File: config.mk
export PLATFORM = sky130hd
export DESIGN_NAME = spi_slave_if
export DESIGN_NICKNAME = d
export VERILOG_FILES = /design/src/rtl/spi_slave_if.sv
export SDC_FILE = /design/constraint.sdc
export NUM_CORES = 1
export LEC_CHECK = 0
export CORE_AREA = 2 2 71 73
export CTS_CLUSTER_SIZE = 30
export DETAILED_ROUTE_END_ITERATION = 8
export DIE_AREA = 0 0 73 75
export PLACE_DENSITY_LB_ADDON = 0.12
export SLEW_MARGIN = 20
export SYNTH_ARGS = -nofsm -noshare
export SYNTH_HDL_FRONTEND = slang
export SYNTH_SLANG_ARGS = --single-unit
File: constraint.sdc
create_clock -name clk -period 3.58 [get_ports clk]
set_input_delay 0.716 -clock clk [delete_from_list [all_inputs] [get_ports clk]]
set_output_delay 0.716 -clock clk [all_outputs]
set_load 0.01 [all_outputs]
File: src/rtl/spi_slave_if.sv
// spi_slave_if -- serial front end of the SPI memory slave.
//
// Deserializes 10-bit MOSI frames {cmd[1:0], payload[7:0]} (MSB first) into
// rx_data with a one-cycle rx_valid strobe. For read-data frames, it waits
// for the RAM reply (tx_valid/tx_data) and shifts that byte out on MISO,
// MSB first. Bits are sampled once per clk while SS_n is low.
//
// Optional feature macro: SPI_FRAME_ERR_EN
//   When this macro is defined, frame_err pulses for one cycle after a frame
//   is aborted by SS_n rising in WRITE/READ_ADD/READ_DATA. This happens if
//   fewer than 10 bits were received, or if the MISO reply was not finished.
//   When the macro is undefined, frame_err is tied to 0.
//
// Ports:
//   clk        system/SPI clock, rising edge
//   rst        asynchronous active-high reset
//   MOSI       serial data in
//   SS_n       slave select, active low
//   MISO       serial read data out
//   rx_data    assembled 10-bit frame to the RAM
//   rx_valid   one-cycle strobe, rx_data valid
//   tx_data    read byte from the RAM
//   tx_valid   tx_data valid (only accepted while awaiting the reply)
//   frame_err  one-cycle abort strobe
module spi_slave_if #(
  parameter int ADDR_SIZE = 8
) (
  input  logic                 clk,
  input  logic                 rst,
  input  logic                 MOSI,
  input  logic                 SS_n,
  output logic                 MISO,
  output logic [9:0]           rx_data,
  output logic                 rx_valid,
  input  logic [ADDR_SIZE-1:0] tx_data,
  input  logic                 tx_valid,
  output logic                 frame_err
);

  typedef enum logic [2:0] {IDLE, CHK_CMD, WRITE, READ_ADD, READ_DATA} state_t;

  // tx_cnt: 0 = awaiting reply, 1..ADDR_SIZE = bit on MISO, TX_DONE = finished
  localparam int TXW = $clog2(ADDR_SIZE + 2);
  localparam logic [TXW-1:0] TX_LAST = TXW'(ADDR_SIZE);
  localparam logic [TXW-1:0] TX_DONE = TXW'(ADDR_SIZE + 1);

  state_t               state, state_nxt;
  logic                 rd_addr_pending;
  logic [3:0]           bit_cnt;
  logic [8:0]           rx_sh;
  logic [ADDR_SIZE-1:0] tx_sh;
  logic [TXW-1:0]       tx_cnt;

  logic in_frame, abort, shift_en, last_bit, tx_wait, tx_shift;

  // State register
  always_ff @(posedge clk or posedge rst) begin
    if (rst) state <= IDLE;
    else     state <= state_nxt;
  end

  // Next-state logic
  always_comb begin
    state_nxt = state;
    case (state)
      IDLE:    if (!SS_n) state_nxt = CHK_CMD;
      CHK_CMD: begin
        if (SS_n)                 state_nxt = IDLE;
        else if (!MOSI)           state_nxt = WRITE;
        else if (rd_addr_pending) state_nxt = READ_DATA;
        else                      state_nxt = READ_ADD;
      end
      default: if (SS_n) state_nxt = IDLE;
    endcase
  end

  // Decoded per-cycle actions
  always_comb begin
    in_frame = (state == WRITE) || (state == READ_ADD) || (state == READ_DATA);
    abort    = in_frame && SS_n;
    shift_en = in_frame && !SS_n && (bit_cnt < 4'd10);
    last_bit = shift_en && (bit_cnt == 4'd9);
    tx_wait  = (state == READ_DATA) && !SS_n && (bit_cnt == 4'd10) && (tx_cnt == '0);
    tx_shift = (state == READ_DATA) && !SS_n && (tx_cnt != '0) && (tx_cnt <= TX_LAST);
  end

  // Datapath
  always_ff @(posedge clk or posedge rst) begin
    if (rst) begin
      MISO            <= 1'b0;
      rx_data         <= '0;
      rx_valid        <= 1'b0;
      rd_addr_pending <= 1'b0;
      bit_cnt         <= '0;
      rx_sh           <= '0;
      tx_sh           <= '0;
      tx_cnt          <= '0;
    end else begin
      rx_valid <= 1'b0;

      if (state == CHK_CMD && !SS_n) begin
        rx_sh   <= {rx_sh[7:0], MOSI};
        bit_cnt <= 4'd1;
        tx_cnt  <= '0;
      end

      if (shift_en) begin
        rx_sh   <= {rx_sh[7:0], MOSI};
        bit_cnt <= bit_cnt + 4'd1;
        if (last_bit) begin
          rx_data  <= {rx_sh, MOSI};
          rx_valid <= 1'b1;
          if (state == READ_ADD) rd_addr_pending <= 1'b1;
        end
      end

      // The first reply bit goes straight to MISO; the shifter holds the remaining bits
      if (tx_wait && tx_valid) begin
        MISO   <= tx_data[ADDR_SIZE-1];
        tx_sh  <= tx_data << 1;
        tx_cnt <= TXW'(1);
      end

      if (tx_shift) begin
        if (tx_cnt == TX_LAST) begin
          MISO            <= 1'b0;
          rd_addr_pending <= 1'b0;
          tx_cnt          <= TX_DONE;
        end else begin
          MISO   <= tx_sh[ADDR_SIZE-1];
          tx_sh  <= tx_sh << 1;
          tx_cnt <= tx_cnt + TXW'(1);
        end
      end

      if (abort) begin
        MISO    <= 1'b0;
        bit_cnt <= '0;
        tx_cnt  <= '0;
      end
    end
  end

`ifdef SPI_FRAME_ERR_EN
  always_ff @(posedge clk or posedge rst) begin
    if (rst)
      frame_err <= 1'b0;
    else
      frame_err <= abort &&
                   ((bit_cnt != 4'd10) || ((state == READ_DATA) && (tx_cnt != TX_DONE)));
  end
`else
  assign frame_err = 1'b0;
`endif

endmodule
==> Word level (Yosys, flattened, before mapping) <==
Index checks and enable logic that the tools add are counted.
W data, S select, Z words.
{ "totals": {"input_bits": 13, "wordCells": 75, "ff_bits": 41, "out_inout_bits": 13} }
{ "classes": {"muxes": 30, "eq_ne": 8, "order_cmp": 2, "addsub": 2, "n_reduce_logical": 24} }
{ "op_table": {"columns": ["operator", "count"], "rows": [
  ["$mux W4", 8],
  ["$mux W8", 3],
  ["$mux W9", 2],
  ["$mux W3", 5],
  ["$eq A4 B4 Y1 const B", 3],
  ["$logic_and A1 B1 Y1", 11],
  ["$mux W1", 11],
  ["$reduce_bool A3 Y1", 3],
  ["$add A4 B1 Y4 const B", 2],
  ["$reduce_bool A4 Y1", 2],
  ["$eq A3 B2 Y1 const B", 2],
  ["$pmux W3 S2", 1],
  ["$le A4 B4 Y1 const B", 1],
  ["$logic_not A4 Y1", 1],
  ["$lt A4 B4 Y1 const B", 1],
  ["$reduce_and A2 Y1", 2],
  ["$eq A3 B1 Y1 const B", 1],
  ["$eq A3 B3 Y1 const B", 1],
  ["$logic_not A3 Y1", 1],
  ["$logic_or A1 B1 Y1", 2],
  ["$ne A2 B2 Y1 const B", 1],
  ["$reduce_bool A2 Y1", 1],
  ["$logic_not A1 Y1", 1]
]} }

==> Logic depth before layout (Yosys ltp) <==
Gate-level depths: netlist of the first run.
{ "depth": {"ltp_word": 10, "mapped_depth": 7, "mapped_depth_nobuf": 6} }

==> Least setup slack after synthesis of the first run <==
No wires, ideal clock.
{ "synth_timing": {"path_kind": "input to register", "startpoint": "input SS_n", "endpoint": "register rx_sh[2]", "slack_ns": 1.759, "stages": 5, "arrival_ns": 1.696, "cell_sequence": "buf_2 > inv_1 > o211a_2 > nor2_4 > mux2_2"} }
{ "synth_between": {"elab_chain_cells": 4} }
{ "synth_rtl": {"columns": ["item", "line", "rtl"], "rows": [
  ["start, declared", "31", "input logic SS_n,"],
  ["$logic_not A1 Y1 (*)", "81, 101", null],
  ["$logic_and A1 B1 Y1 (2 in series)", "81", "shift_en = in_frame && !SS_n && (bit_cnt < 4'd10);"],
  ["$mux W9 / $reduce_bool A2 Y1 (equally long branches)", null, null],
  ["end signal, assigned", "102", "rx_sh <= {rx_sh[7:0], MOSI};"],
  ["end signal, assigned", "108", "rx_sh <= {rx_sh[7:0], MOSI};"],
  ["end, declared", "50", "logic [8:0] rx_sh;"]
]} }
Mark *: on every way between the ends. The rest lies on a longest branch, timed or not.
A chain may end at the register's enable or synchronous reset.

==> Worst setup path after layout of the first run <==
{ "layout_timing": {"startpoint": "input SS_n", "endpoint": "register tx_sh[3]"} }
{ "layout_between": {"elab_chain_cells": 8} }
{ "layout_rtl": {"columns": ["item", "line", "rtl"], "rows": [
  ["$logic_not A1 Y1 (*)", "83, 84", null],
  ["$logic_and A1 B1 Y1 (*)", "83, 84", null],
  ["$logic_and A1 B1 Y1 (2 in series)", "83", "tx_wait = (state == READ_DATA) && !SS_n && (bit_cnt == 4'd10) && (tx_cnt == '0);"],
  ["$logic_and A1 B1 Y1", "118", "if (tx_wait && tx_valid) begin"],
  ["$mux W8", "118", null],
  ["$mux W8", "125", "if (tx_cnt == TX_LAST) begin"],
  ["$mux W8 (*)", "124", "if (tx_shift) begin"],
  ["end signal, assigned", "120", "tx_sh <= tx_data << 1;"],
  ["end signal, assigned", "131", "tx_sh <= tx_sh << 1;"],
  ["end, declared", "51", "logic [ADDR_SIZE-1:0] tx_sh;"]
]} }
Marked as above.

==> out/qor.yml, run 1 <==
clock_latency_ps: 300
drv_slew: 0
path_max_fanout: 12
period_share_pct: 65.6
synthTopCellsByArea: "dfrtp_1 (49%), mux2_4 (6.5%), a2bb2oi_1 (3.4%), ha_1 (3.0%), o22ai_1 (3.0%)"
synth-edff-count: 0
globalRouteTotalUtil_pct: 16.1
max-vdd-ir-drop_v: 0.000158
ios: 26
ys.flop_type: "dfrtp_1"
nets: 215
drc: 0
cts_buffers: 5
dieHeight_um: 75
worstSetupPathType: "input port to flop"
rsz0062_at_grt: "false"
end_kind: "flop"
yosys_warnings: 0
arrival_ps: 2560
ys_types: 45
htree_levels: 2
antenna_left: 0
routed_via_density: 5.69
avgSynthCellArea_um2: 12.2
syn-num-nets: 189
cts_sinks: 41
post-route-util_pct: 52.2
rrSetupSlack_ps: 1370
required_ps: 3790
cts_root_buf: "clkbuf_8"
dr.pass1.iters: 4
syn2layout_area_growth_pct: 17.0
timing_hold_violations_final: 0
status: "completed"
placementRows: 25
wirelength_um: 3940
finalCriticalPeriod_ps: 2350
yosysTopAreaCell: "dfrtp_1"
ctsHoldBuffers: 0
worstHoldPathType: "flop to flop"
power_w: 0.00103
cap_violations: 0
drtIter0Drc: 91
drive_gt1_share_pct: 21.2
powerDensity_mw_per_mm2: 424
gr-total-overflow: 0
yosysSeqAreaShare_pct: 49.4
die_area_mm2: 0.00548
synth_top_cell_area_share_pct: 49.4
antenna_found_initial: 0
synthArstFlopShare_pct: 100
grt_max_degree: 27
leakage_nw: 1.03
tns_ps: 0
grt_pass1_vias: 1412
ys_ff_latch: 41
cts_buffer_depth: 2
synthCells: 171
setup_viol: 0
grt_pass1_wl_um: 6780
num_antenna_cells: 0
io_buffers: 24
start_kind: "input port"
max_slew_margin_pct: 30.0
cts-resized-gates: 0
vias: 1433
fin_skew_ps: 8.30
die_x_um: 73
clk_pin_slew_ps: 80
place.gp.congestion: 0.957
worst_pin_slew_ps: 1050
initial_utilization_pct: 44.6
fmax_mhz: 426
core_mm2: 0.00466
wire_per_inst_um: 15.6
post_cts_buffers: 0
cts_tree: "yes"
dp_hpwl_um: 2870
synth_area_mm2: 0.00208
-- per-layer routing --
layer	wire length [um]	vias up	global-route usage, %	part of all wire [%]
met5	0	-	0	0
met4	65	0	7.41	1.6
met3	121	7	3.88	3.1
met2	1930	28	25.7	49
met1	1830	719	20.7	46
li1	-	679	-	-
-- per-stage QoR --
| stage | worst slack (ps) | area [um2] | hold slack (ps) | instances |
|---|---|---|---|---|
| detailed placement | 929 | 2340 | 497 | 244 |
| floorplan | 1760 | 2080 | 465 | 171 |
| global route | 1040 | 2430 | 535 | 252 |
| CTS | 1250 | 2430 | 516 | 252 |
| finish | 1230 | 2430 | 512 | 252 |
| global placement | 1010 | 2340 | 480 | 244 |
-- synth_stat cells, types with 2 or more instances --
cell and instances:
a21oi_1 6, a2bb2oi_1 8, a31oi_1 5, buf_2 3, buf_4 2, buf_6 3, dfrtp_1 41, ha_1 5
inv_1 8, mux2_1 5, mux2_2 5, mux2_4 9, nand2_1 6, nand2b_1 3, nand3_1 2, nand3b_1 2
nor2_1 4, nor2_4 3, nor2b_1 6, o21ai_0 8, o22ai_1 10, o31ai_1 2, or2_2 3
-- critical path: stages --
cell	delay, ps
clkdlybuf4s50_1	660
nor4b_4	450
nand2_1	190
a21oi_2	340
a2bb2oi_1	200
-- final cells by class --
| cell class | count | area [um2] |
|---|---|---|
| multi-input cells | 114 | 958 |
| clock inverters | 3 | 17.5 |
| clock buffers | 5 | 68.8 |
| well taps | 54 | 67.6 |
| fillers | 422 | 2230 |
| repair buffers | 27 | 263 |
| flip-flops and latches | 41 | 1030 |
| inverters | 8 | 30.0 |
-- report_power, final --
part | switching, W | leakage [nW] | total, W | internal [W]
Sequential | 0.0000617 | 0.547 | 0.000587 | 0.000526
Combinational | 0.0000571 | 0.443 | 0.000141 | 0.0000840
Clock | 0.000168 | 0.0439 | 0.000303 | 0.000135
-- layout by cell type (no fill, tap or decap), drive strengths merged --
master         instances
o31a                   1
a31oi                  5
clkinv                 3
xnor2                  1
mux2i                  1
nor3b                  2
clkinvlp               1
or3b                   1
o32a                   1
nor3                   1
clkdlybuf4s50         24
nor4b                  1
a211oi                 1
nand3b                 2
o211a                  1
a31o                   1
o31ai                  2
inv                    7
nand2                  6
buf                    3
nor4                   1
o21ai                  9
nand2b                 3
ha                     5
or4b                   1
dfrtp                 41
a21oi                  7
nand3                  2
nand4                  1
or2                    3
o32ai                  1
nand4b                 1
o22ai                 10
clkbuf                 5
mux2                  19
nor2                   8
conb                   1
a2bb2oi                8
nor2b                  7
-- state kept, by name, summed over array words and instances (netlist names) --
| name | cells |
|---|---|
| rx_data | 10 |
| rx_sh | 9 |
| tx_sh | 8 |
| bit_cnt | 4 |
| tx_cnt | 4 |
| state | 3 |
| MISO | 1 |
| rd_addr_pending | 1 |
| rx_valid | 1 |
-- worst paths after layout --
path	start	to	depth (start not counted)
setup / recovery	SS_n	tx_sh[3]$_DFF_PP0_	5
hold / removal	rx_data[8]$_DFFE_PP0P_	rx_data[8]$_DFFE_PP0P_	1
min in group asynchronous	rst	tx_cnt[3]$_DFFE_PP0P_	2
hold reg to reg	rx_data[8]$_DFFE_PP0P_	rx_data[8]$_DFFE_PP0P_	1
max in group asynchronous	rst	tx_cnt[1]$_DFFE_PP0P_	3
setup reg to reg	tx_cnt[0]$_DFFE_PP0P_	MISO$_DFFE_PP0P_	6
-- kinds of logic (layout without fill, tap and decap cells) --
kind of cell               count (synthesis)  count (layout)  share of synthesized area [%]
DFF                                       41              41                           49.4
xor gates and xnor gates                   1               1                          0.422
AOI/OAI and AO/OA                         47              47                           15.3
and+or+nand+nor                           40              40                           14.8
adders and majority gates                  5               5                           3.01
muxes                                     20              20                           12.4
other                                      1               1                          0.180
buffers and inverters                     16              43                           4.51
Note: power is estimated with default switching activity, not from simulation.
==> run 2: changes to the inputs <==
==> constraint.sdc (replaced) <==
create_clock -name clk -period 2 [get_ports clk]
set_input_delay 0.4 -clock clk [delete_from_list [all_inputs] [get_ports clk]]
set_output_delay 0.4 -clock clk [all_outputs]
set_load 0.01 [all_outputs]
==> out/qor.yml, run 2 (synthesis gave the netlist of run 1 again) <==
hold_depth: 1
gr-total-overflow: 0
dp_hpwl_um: 2880
worstHoldPathType: "flop to flop"
drv_slew: 0
rrSetupSlack_ps: 220
fill_cells: 385
ios: 26
core_mm2: 0.00466
setup_viol: 0
final_cell_mix: "dfrtp_1 (41), clkdlybuf4s50_1 (24), buf_4 (14)"
routed_via_density: 5.50
die_area_mm2: 0.00548
antenna_left: 0
io_buffers: 24
finalCriticalPeriod_ps: 1780
htree_levels: 2
powerDensity_mw_per_mm2: 728
cts_sinks: 41
wirelength_um: 3930
syn2layout_area_growth_pct: 21.9
dr.pass1.iters: 4
ff2ff_path_depth: 5
drc: 0
cts_tree: "yes"
whs_ps: 506
initial_utilization_pct: 44.6
largest_register_ffs: 10
worst_pin_slew_ps: 509
period_share_pct: 89.0
cts-resized-gates: 0
cts_buffers: 5
crit_path_end: "rx_data[6]$_DFFE_PP0P_"
clk_pin_slew_ps: 70
grt_max_degree: 42
post_cts_buffers: 0
path_max_fanout: 11
clock_latency_ps: 290
reg_top3: "rx_data (10), rx_sh (9), tx_sh (8)"
start_kind: "flop"
required_ps: 2170
nets: 227
antenna_found_initial: 0
regMostFlops: "rx_data"
cap_violations: 0
tns_ps: 0
final_common_cell: "dfrtp_1"
placementRows: 25
status: "completed"
grt_pass1_vias: 1479
globalRouteTotalUtil_pct: 16.7
reg2reg_from: "state[1]$_DFFE_PP0P_"
grt_pass1_wl_um: 6950
vias: 1452
fin_skew_ps: 8.05
cts_root_buf: "clkbuf_8"
r2r_end: "rx_data[6]$_DFFE_PP0P_"
max-vdd-ir-drop_v: 0.000307
worstSetupPathType: "flop to flop"
arrival_ps: 1960
dieHeight_um: 75
drtIter0Drc: 67
rsz0062_at_grt: "false"
cts_buffer_depth: 2
end_kind: "flop"
wire_per_inst_um: 14.9
ctsHoldBuffers: 0
leakage_nw: 1.10
num_antenna_cells: 0
startpoint: "state[1]$_DFFE_PP0P_"
max_slew_margin_pct: 66.0
die_x_um: 73
drive_gt1_share_pct: 25.7
timing_hold_violations_final: 0
place.gp.congestion: 0.924
fmax_mhz: 561
-- run 2: cell types whose count changed in the layout (fill, tap and decap cells not counted) --
cell,delta
buf_12,+1
inv_1,+1
clkinv_1,-1
buf_4,+11
-- run 2: final cells by class --
cell class	instances	area [um2]	area share (%)
Clock buffer	5	68.8	2.72
Clock inverter	3	17.5	0.691
Multi-Input combinational cell	114	958	37.8
Inverter	8	30.0	1.19
Sequential cell	41	1030	40.5
Timing Repair Buffer	39	365	14.4
Tap cell	54	67.6	2.67
-- run 2: critical path, stage by stage, from the launching register on --
cell	delay, ps
dfrtp_1	440
nor3b_4	290
nor2_2	130
nor4_4	290
buf_12	190
mux2_2	330
-- run 2: how the worst min path moves through the flow --
stage	slack [ps]	end	from
after global placement	480	tx_sh[0]$_DFF_PP0_	tx_sh[0]$_DFF_PP0_
after CTS	510	rx_data[9]$_DFFE_PP0P_	rx_sh[8]$_DFFE_PP0P_
after global routing	540	rx_data[9]$_DFFE_PP0P_	rx_data[9]$_DFFE_PP0P_
after floorplan	460	tx_sh[0]$_DFF_PP0_	tx_sh[0]$_DFF_PP0_
final	510	rx_data[9]$_DFFE_PP0P_	rx_sh[8]$_DFFE_PP0P_
after detailed placement	490	rx_data[2]$_DFFE_PP0P_	rx_data[2]$_DFFE_PP0P_
-- run 2: stage by stage --
step	cells	power [W]	util [%]	setup slack [ps]	cell area, um2
finish	264	0.00184	54.4	219	2530
global route	264	0.00196	54.4	141	2530
CTS	264	0.00187	54.4	213	2530
detailed placement	256	0.00134	52.5	-44.4	2450
global placement	256	0.00132	52.5	-7.34	2450
floorplan	171	0.00123	-	337	2080
-- run 2: report_power, final --
group,switching (W),leakage [nW],internal (W)
clock,0.000284,0.0439,0.000241
sequential,0.0000977,0.547,0.000941
combinational,0.000119,0.507,0.000161
total,0.000501,1.10,0.00134
-- run 2: layer usage --
metal	track usage, %	part of all wire [%]	vias up
met3	4.95	3.4	10
li1	-	-	701
met5	0	0	-
met2	25.6	47	40
met4	6.79	2.6	0
met1	22.2	47	701
==> run 3: changes to the inputs <==
--- a/config.mk
+++ b/config.mk
@@ -5,11 +5,10 @@
 export SDC_FILE = /design/constraint.sdc
 export NUM_CORES = 1
 export LEC_CHECK = 0
-export CORE_AREA = 2 2 71 73
+export CORE_AREA = 2 2 87 89
 export CTS_CLUSTER_SIZE = 30
 export DETAILED_ROUTE_END_ITERATION = 8
-export DIE_AREA = 0 0 73 75
-export PLACE_DENSITY_LB_ADDON = 0.12
+export DIE_AREA = 0 0 89 91
 export SLEW_MARGIN = 20
 export SYNTH_ARGS = -nofsm -noshare
 export SYNTH_HDL_FRONTEND = slang
==> out/qor.yml, run 3 (synthesis gave the netlist of run 1 again) <==
htree_levels: 2
fmax_mhz: 555
placementRows: 31
slowest_stage: "clkdlybuf4s50_1"
dpl_cell_area_mm2: 0.00253
leakage_nw: 1.13
whs_ps: 514
dr.pass1.iters: 4
post-route-util_pct: 37.0
fin_skew_ps: 4.47
drv_slew: 0
routed_via_density: 4.65
core_mm2: 0.00714
syn2layout_area_growth_pct: 26.9
worst_pin_slew_ps: 525
required_ps: 2210
drtIter0Drc: 70
antenna_left: 0
drive_gt1_share_pct: 26.8
cts_tree: "yes"
cts_buffers: 5
path_max_fanout: 8
timing_hold_violations_final: 0
dp_hpwl_um: 2830
clk_pin_slew_ps: 80
end_kind: "flop"
rsz0062_at_grt: "false"
final_common_cell: "dfrtp_1"
finalCriticalPeriod_ps: 1800
regMostFlops: "rx_data"
worstHoldPathType: "flop to flop"
initial_utilization_pct: 29.1
die_area_mm2: 0.00810
io_buffers: 24
nets: 231
drc: 0
reg_top3: "rx_data (10), rx_sh (9), tx_sh (8)"
wire_per_inst_um: 12.6
cts_root_buf: "clkbuf_8"
powerDensity_mw_per_mm2: 743
max-vdd-ir-drop_v: 0.000344
final_cell_mix: "dfrtp_1 (41), clkdlybuf4s50_1 (24), buf_4 (18)"
cts_sinks: 41
status: "completed"
die_x_um: 89
num_antenna_cells: 0
post_cts_buffers: 0
cts_buffer_depth: 2
tns_ps: 0
clock_latency_ps: 290
wirelength_um: 3940
period_share_pct: 90.0
fill_cells: 701
grt_pass1_vias: 1501
setup_viol: 0
start_kind: "input port"
cts-resized-gates: 0
critPathMaxStageDelay_ps: 520
grt_max_degree: 42
cp_cell_sequence: "clkdlybuf4s50_1 > buf_4 > or4b_4 > nor2_4 > o21ai_1 > o21ai_0"
gr-total-overflow: 0
vias: 1450
ios: 26
place.gp.congestion: 0.826
cap_violations: 0
power_w: 0.00196
globalRouteTotalUtil_pct: 10.8
arrival_ps: 2010
finalInstanceArea_mm2: 0.00264
dieHeight_um: 91
worstSetupPathType: "input port to flop"
antenna_found_initial: 0
grt_pass1_wl_um: 6800
max_slew_margin_pct: 65.0
ctsHoldBuffers: 0
largest_register_ffs: 10
[run 3: changes by cell type in the layout (fill, tap and decap cells not counted)]
| cell | delta |
|---|---|
| buf_4 | +4 |
| bufinv_16 | +1 |
| clkinv_2 | -1 |
| clkinvlp_4 | -1 |
[run 3: routing by layer]
layer	vias to the layer above	GRT usage [%]	routed length, um
li1	705	-	-
met1	703	13.2	1830
met2	32	17.2	1860
met3	10	2.82	150
met5	-	0	0
met4	0	5.47	95
[run 3: where the power goes]
part	internal [W]	switching, W
combinational	0.000163	0.000116
clock	0.000363	0.000280
sequential	0.000941	0.0000968
total	0.00147	0.000493
[run 3: final timing paths]
path | start | to | slack [ps] | cells after the start
worst max-delay path | SS_n | tx_cnt[2]$_DFFE_PP0P_ | 200 | 6
worst min-delay path | rx_data[0]$_DFFE_PP0P_ | rx_data[0]$_DFFE_PP0P_ | 510 | 1
worst max register to register | state[1]$_DFFE_PP0P_ | rx_data[6]$_DFFE_PP0P_ | 270 | 5
worst min register to register | rx_data[0]$_DFFE_PP0P_ | rx_data[0]$_DFFE_PP0P_ | 510 | 1
max in group asynchronous | rst | bit_cnt[1]$_DFFE_PP0P_ | 1090 | 3
min in group asynchronous | rst | rx_data[2]$_DFFE_PP0P_ | 550 | 3
[run 3: final cells by class]
class	instances	area [um2]	area share, %
timing repair buffer	43	395	15.0
multi-input combinational	114	958	36.3
tap	99	124	4.70
clock buffer	5	68.8	2.61
clock inverter	2	35.0	1.33
inverter	8	30.0	1.14
sequential	41	1030	38.9
[run 3: stage by stage]
stage / cells / setup slack [ps]
after floorplan: 171 / 337
after global placement: 305 / -70.6
after detailed placement: 305 / -98.8
after CTS: 312 / 211
after global routing: 312 / 142
final: 312 / 199
[run 3: worst max-delay path: cells and delay by family]
family	cells	cell delay, ps
simple gates	2	720
compound gates	2	170
buf+inv	2	720
==> RTL change 1, RTL diff (config.mk and constraints of run 3) <==
Set the parameter `ADDR_SIZE` to 16 (it was 8).
--- a/src/rtl/spi_slave_if.sv
+++ b/src/rtl/spi_slave_if.sv
@@ -24,5 +24,5 @@
 //   frame_err  one-cycle abort strobe
 module spi_slave_if #(
-  parameter int ADDR_SIZE = 8
+  parameter int ADDR_SIZE = 16
 ) (
   input  logic                 clk,
Ports: changed (resized tx_data); port bits go from 26 to 34. The function was not compared with the original's and may differ.
==> RTL change 1 against run 3 <==
  * Sequential share of layout area is 0.24 points lower
  * Sequential cell count is 9 higher
  * Count of clock-buffer cells in the layout is 1 higher
  * Synthesized area is 21% higher
  * Synthesized cell count is 27% higher
  * Worst hold slack worse by 83 ps
  * Fmax is 1.2% lower
  * Combinational power is 6% higher
  * Routed wire length is 25% higher
  * Critical path depth is 1 higher
  * Worst setup slack worse by 22 ps
  * Global-route usage is 2.2 points higher
  * Final area is 23% higher
  * Power is 11% higher
==> RTL change 1: results (changes against run 3) <==
[layout]
bufAreaShareNonClock_pct = 17.2  ; +2.2 points
nFillCells = 709  ; +1.1%
multi_input_area_share_pct = 36.4  ; +0.075 points
final_layout_size_suffix_gt1_share_pct = 30.0  ; +3.2 points
multi_input_gates = 150  ; +32%
stdcell_count = 369  ; +18%
clk_share_pct = 3.05  ; -0.88 points
top_regs = tx_sh x16, rx_data x10, rx_sh x9
clockBufferCount = 6  ; +1
nets = 295  ; +28%
seq_share_pct = 38.7  ; -0.24 points
area_delta_synth_final_pct = 28.5
final.signal_inverter_count = 7  ; -1
layout.non_clock_buffers = 55  ; +28%

[place]
preCtsSetupSlack_ps = -252  ; -154 ps
place.gp.congestion = 0.777  ; -6.0%
placed_area_um2 = 3140  ; +24%
dp_hpwl_mm = 3.40  ; +20%
io_buffers = 32  ; +33%
dp.cells = 361  ; +18%

[hold_path]
min_path_type = input port to asynchronous set/reset pin

[worst_setup_path]
reg2reg_slack_ps = 180  ; -90 ps
cp_slowest_stage_delay_ps = 500  ; -20 ps
critPathSlowestCell = or3b_2
reg2reg_depth = 7  ; +2
arrival_ps = 2040  ; +30 ps
r2r_start = tx_cnt[1]$_DFFE_PP0P_
cp_max_fo = 32  ; +24
cp-start-kind = flop

[yosys]
synth_area_per_cell_um2 = 11.6  ; -4.9%
synth_nets = 244  ; +29%
synth_commonest_cells = dfrtp_1 (50), nor2_1 (23), mux2_2 (19)
synth_compound_gate_area_share_pct = 19.3  ; +4.0 points
syn_area_um2 = 2520  ; +21%
synth_mux_area_share_pct = 8.89  ; -3.5 points
synthXorXnorAreaFrac_pct = 0.695  ; +0.27 points
seq_area_frac_synth_pct = 49.7  ; +0.31 points
synth_fa_ha_area_share_pct = 2.48  ; -0.53 points
synthTopCellsByArea = dfrtp_1 (50%), mux2_2 (8.5%), a22oi_2 (5.0%), a21oi_2 (3.5%), nor2_1 (3.4%)
yosysWarningCount = 0  ; unchanged

[global_route]
grt_usage_pct = 13.0  ; +2.2 points
grt_start_max_net_pins = 51  ; +21%
first_global_vias = 1796  ; +20%
grt_pass1_wl_mm = 8.31  ; +22%

[outcome]
status = complete, no violations

[drt]
viasPerCell = 4.88  ; +4.9%
routed_wl_mm = 4.92  ; +25%
drtIter0Drc = 90  ; +29%

[timing]
post-route-period-util_pct = 91.2  ; +1.1 points
whs_ps = 431  ; -83.2 ps
skew_ps = 12.5  ; +8.00 ps

[pwr]
vdd_drop_max_mv = 0.345  ; +0.17%
p_leak_uw = 0.00143  ; +27%

[cts]
clkSinkCount = 50  ; +22%
path_clk_slew_ps = 110  ; +30 ps
clock_latency_ps = 310  ; +20 ps

-- RTL change 1: changes by cell type after synthesis, moves of 10 or more --
cell and delta:
a22oi_2 +10, mux2_2 +14, nor2_1 +19, o22ai_1 -10
-- RTL change 1: kinds of logic (layout without fill, tap and decap cells) --
kind of cell | Yosys count | after routing
simple gates | 62 | 62
fa+ha+maj | 5 | 5
buf+inv | 18 | 70
compound gates | 60 | 60
flops | 50 | 50
other cells | 1 | 1
xor+xnor | 2 | 2
mux | 20 | 20
-- RTL change 1: layer usage --
layer	global-route usage (%)	wire length (µm)
met1	18.0	2400
met2	20.0	2320
met3	2.82	138
met4	4.48	57
met5	0	0
-- RTL change 1: critical path, delay by kind of cell (launching register included) --
kind,cells,cell delay (ps)
compound gates,2,210
fa+ha+maj,1,140
buf+inv,2,280
flops,1,430
simple gates,2,670
-- RTL change 1: report_power, final --
group	switching (µW)	total, µW	leakage, µW	internal [µW]
sequential	98.8	1220	0.000675	1120
clock	367	653	0.0000478	286
combinational	119	298	0.000710	179
==> RTL change 2, RTL diff (settings of run 3) <==
Without the edit above. Re-encode `state_t` (5 states) as one-hot, 5 bits wide.
--- a/src/rtl/spi_slave_if.sv
+++ b/src/rtl/spi_slave_if.sv
@@ -38,5 +38,5 @@
 );
 
-  typedef enum logic [2:0] {IDLE, CHK_CMD, WRITE, READ_ADD, READ_DATA} state_t;
+  typedef enum logic [4:0] {IDLE = 5'b00001, CHK_CMD = 5'b00010, WRITE = 5'b00100, READ_ADD = 5'b01000, READ_DATA = 5'b10000} state_t;
 
   // tx_cnt: 0 = awaiting reply, 1..ADDR_SIZE = bit on MISO, TX_DONE = finished
Function: same outputs for any inputs over 10 cycles, from zero or initial values and one cycle with rst high; not proved beyond that.
==> RTL change 2 against run 3 <==
  * Synthesized area is 2.2% higher
  * Via count grew 10%
  * Sequential cell count up 2
  * Synthesized cell count increased by 13%
  * Non-clock buffer count grew 5
  * Critical endpoint is now rx_sh[7]$_DFFE_PP0P_
  * Critical path type is now flop to flop
  * Critical path depth shrank 1
  * Worst setup slack got worse by 54 ps
  * Power grew 8.4%
  * Largest power group unchanged
  * Final area rose by 3.7%
  * Routed wire length rose by 9.8%
==> RTL change 2: results (changes against run 3) <==
[pwr]
p_switching_uw = 598  ; +21%
p_leak_uw = 0.00126  ; +12%
clock_net_power_uw = 702  ; +9.3%
p_int_uw = 1530  ; +4.0%
pg_comb_uw = 361  ; +29%

[place]
place.gp.congestion = 0.828  ; +0.18%
dp.cells = 331  ; +8.5%
placed_area_um2 = 2620  ; +3.4%

[hold_path]
min_path_type = input port to asynchronous set/reset pin

[global_route]
grt_start_max_net_pins = 27  ; -36%
first_global_vias = 1643  ; +9.5%

[layout]
final.signal_inverter_count = 10  ; +2
layout.non_clock_buffers = 48  ; +12%
area_delta_synth_final_pct = 28.7
multi_input_gates = 131  ; +15%
nets = 257  ; +11%
utilization_pct = 38.3  ; +1.4 points

[yosys]
synth_nets = 212  ; +12%
synth_commonest_cells = dfrtp_1 (42), mux2_2 (19), nand3_1 (16)
seq_area_frac_synth_pct = 50.7  ; +1.3 points
ys_ff_latch = 43  ; +4.9%
synth_cell_type_count = 44  ; -2.2%
synthTopCellsByArea = dfrtp_1 (49%), mux2_2 (10%), nand3_1 (3.8%), o21ai_0 (3.5%), ha_1 (2.9%)

[outcome]
status = complete, no violations

[worst_setup_path]
critPathLaunch = state[3]$_DFFE_PP0P_
cp_slowest_stage_delay_ps = 420  ; -100 ps
critPathSlowestCell = or3_4

## RTL change 2: logic make-up (layout without fill, tap and decap cells)
group | after synthesis | count (layout) | share of synthesized area [%]
other | 1 | 1 | 0.177
AND/OR/NAND/NOR | 60 | 60 | 16.6
flip-flops | 43 | 43 | 50.7
XOR/XNOR | 1 | 1 | 0.412
buffers and inverters | 20 | 66 | 4.65
AO/OA/AOI/OAI | 41 | 41 | 12.5
adder cells (fa/ha/maj) | 5 | 5 | 2.94
multiplexers | 23 | 23 | 12.0
## RTL change 2: worst max-delay path: cells and delay by family, from the launching register on
kind	cells	cell delay [ps]
AO/OA/AOI/OAI	1	180
buffers and inverters	1	140
multiplexers	1	330
flip-flops	1	380
AND/OR/NAND/NOR	2	720
## RTL change 2: per-layer routing
layer	wire length, µm	track usage, %
met4	65	3.73
met2	2050	18.4
met5	0	0
met1	2080	15.7
met3	131	2.82
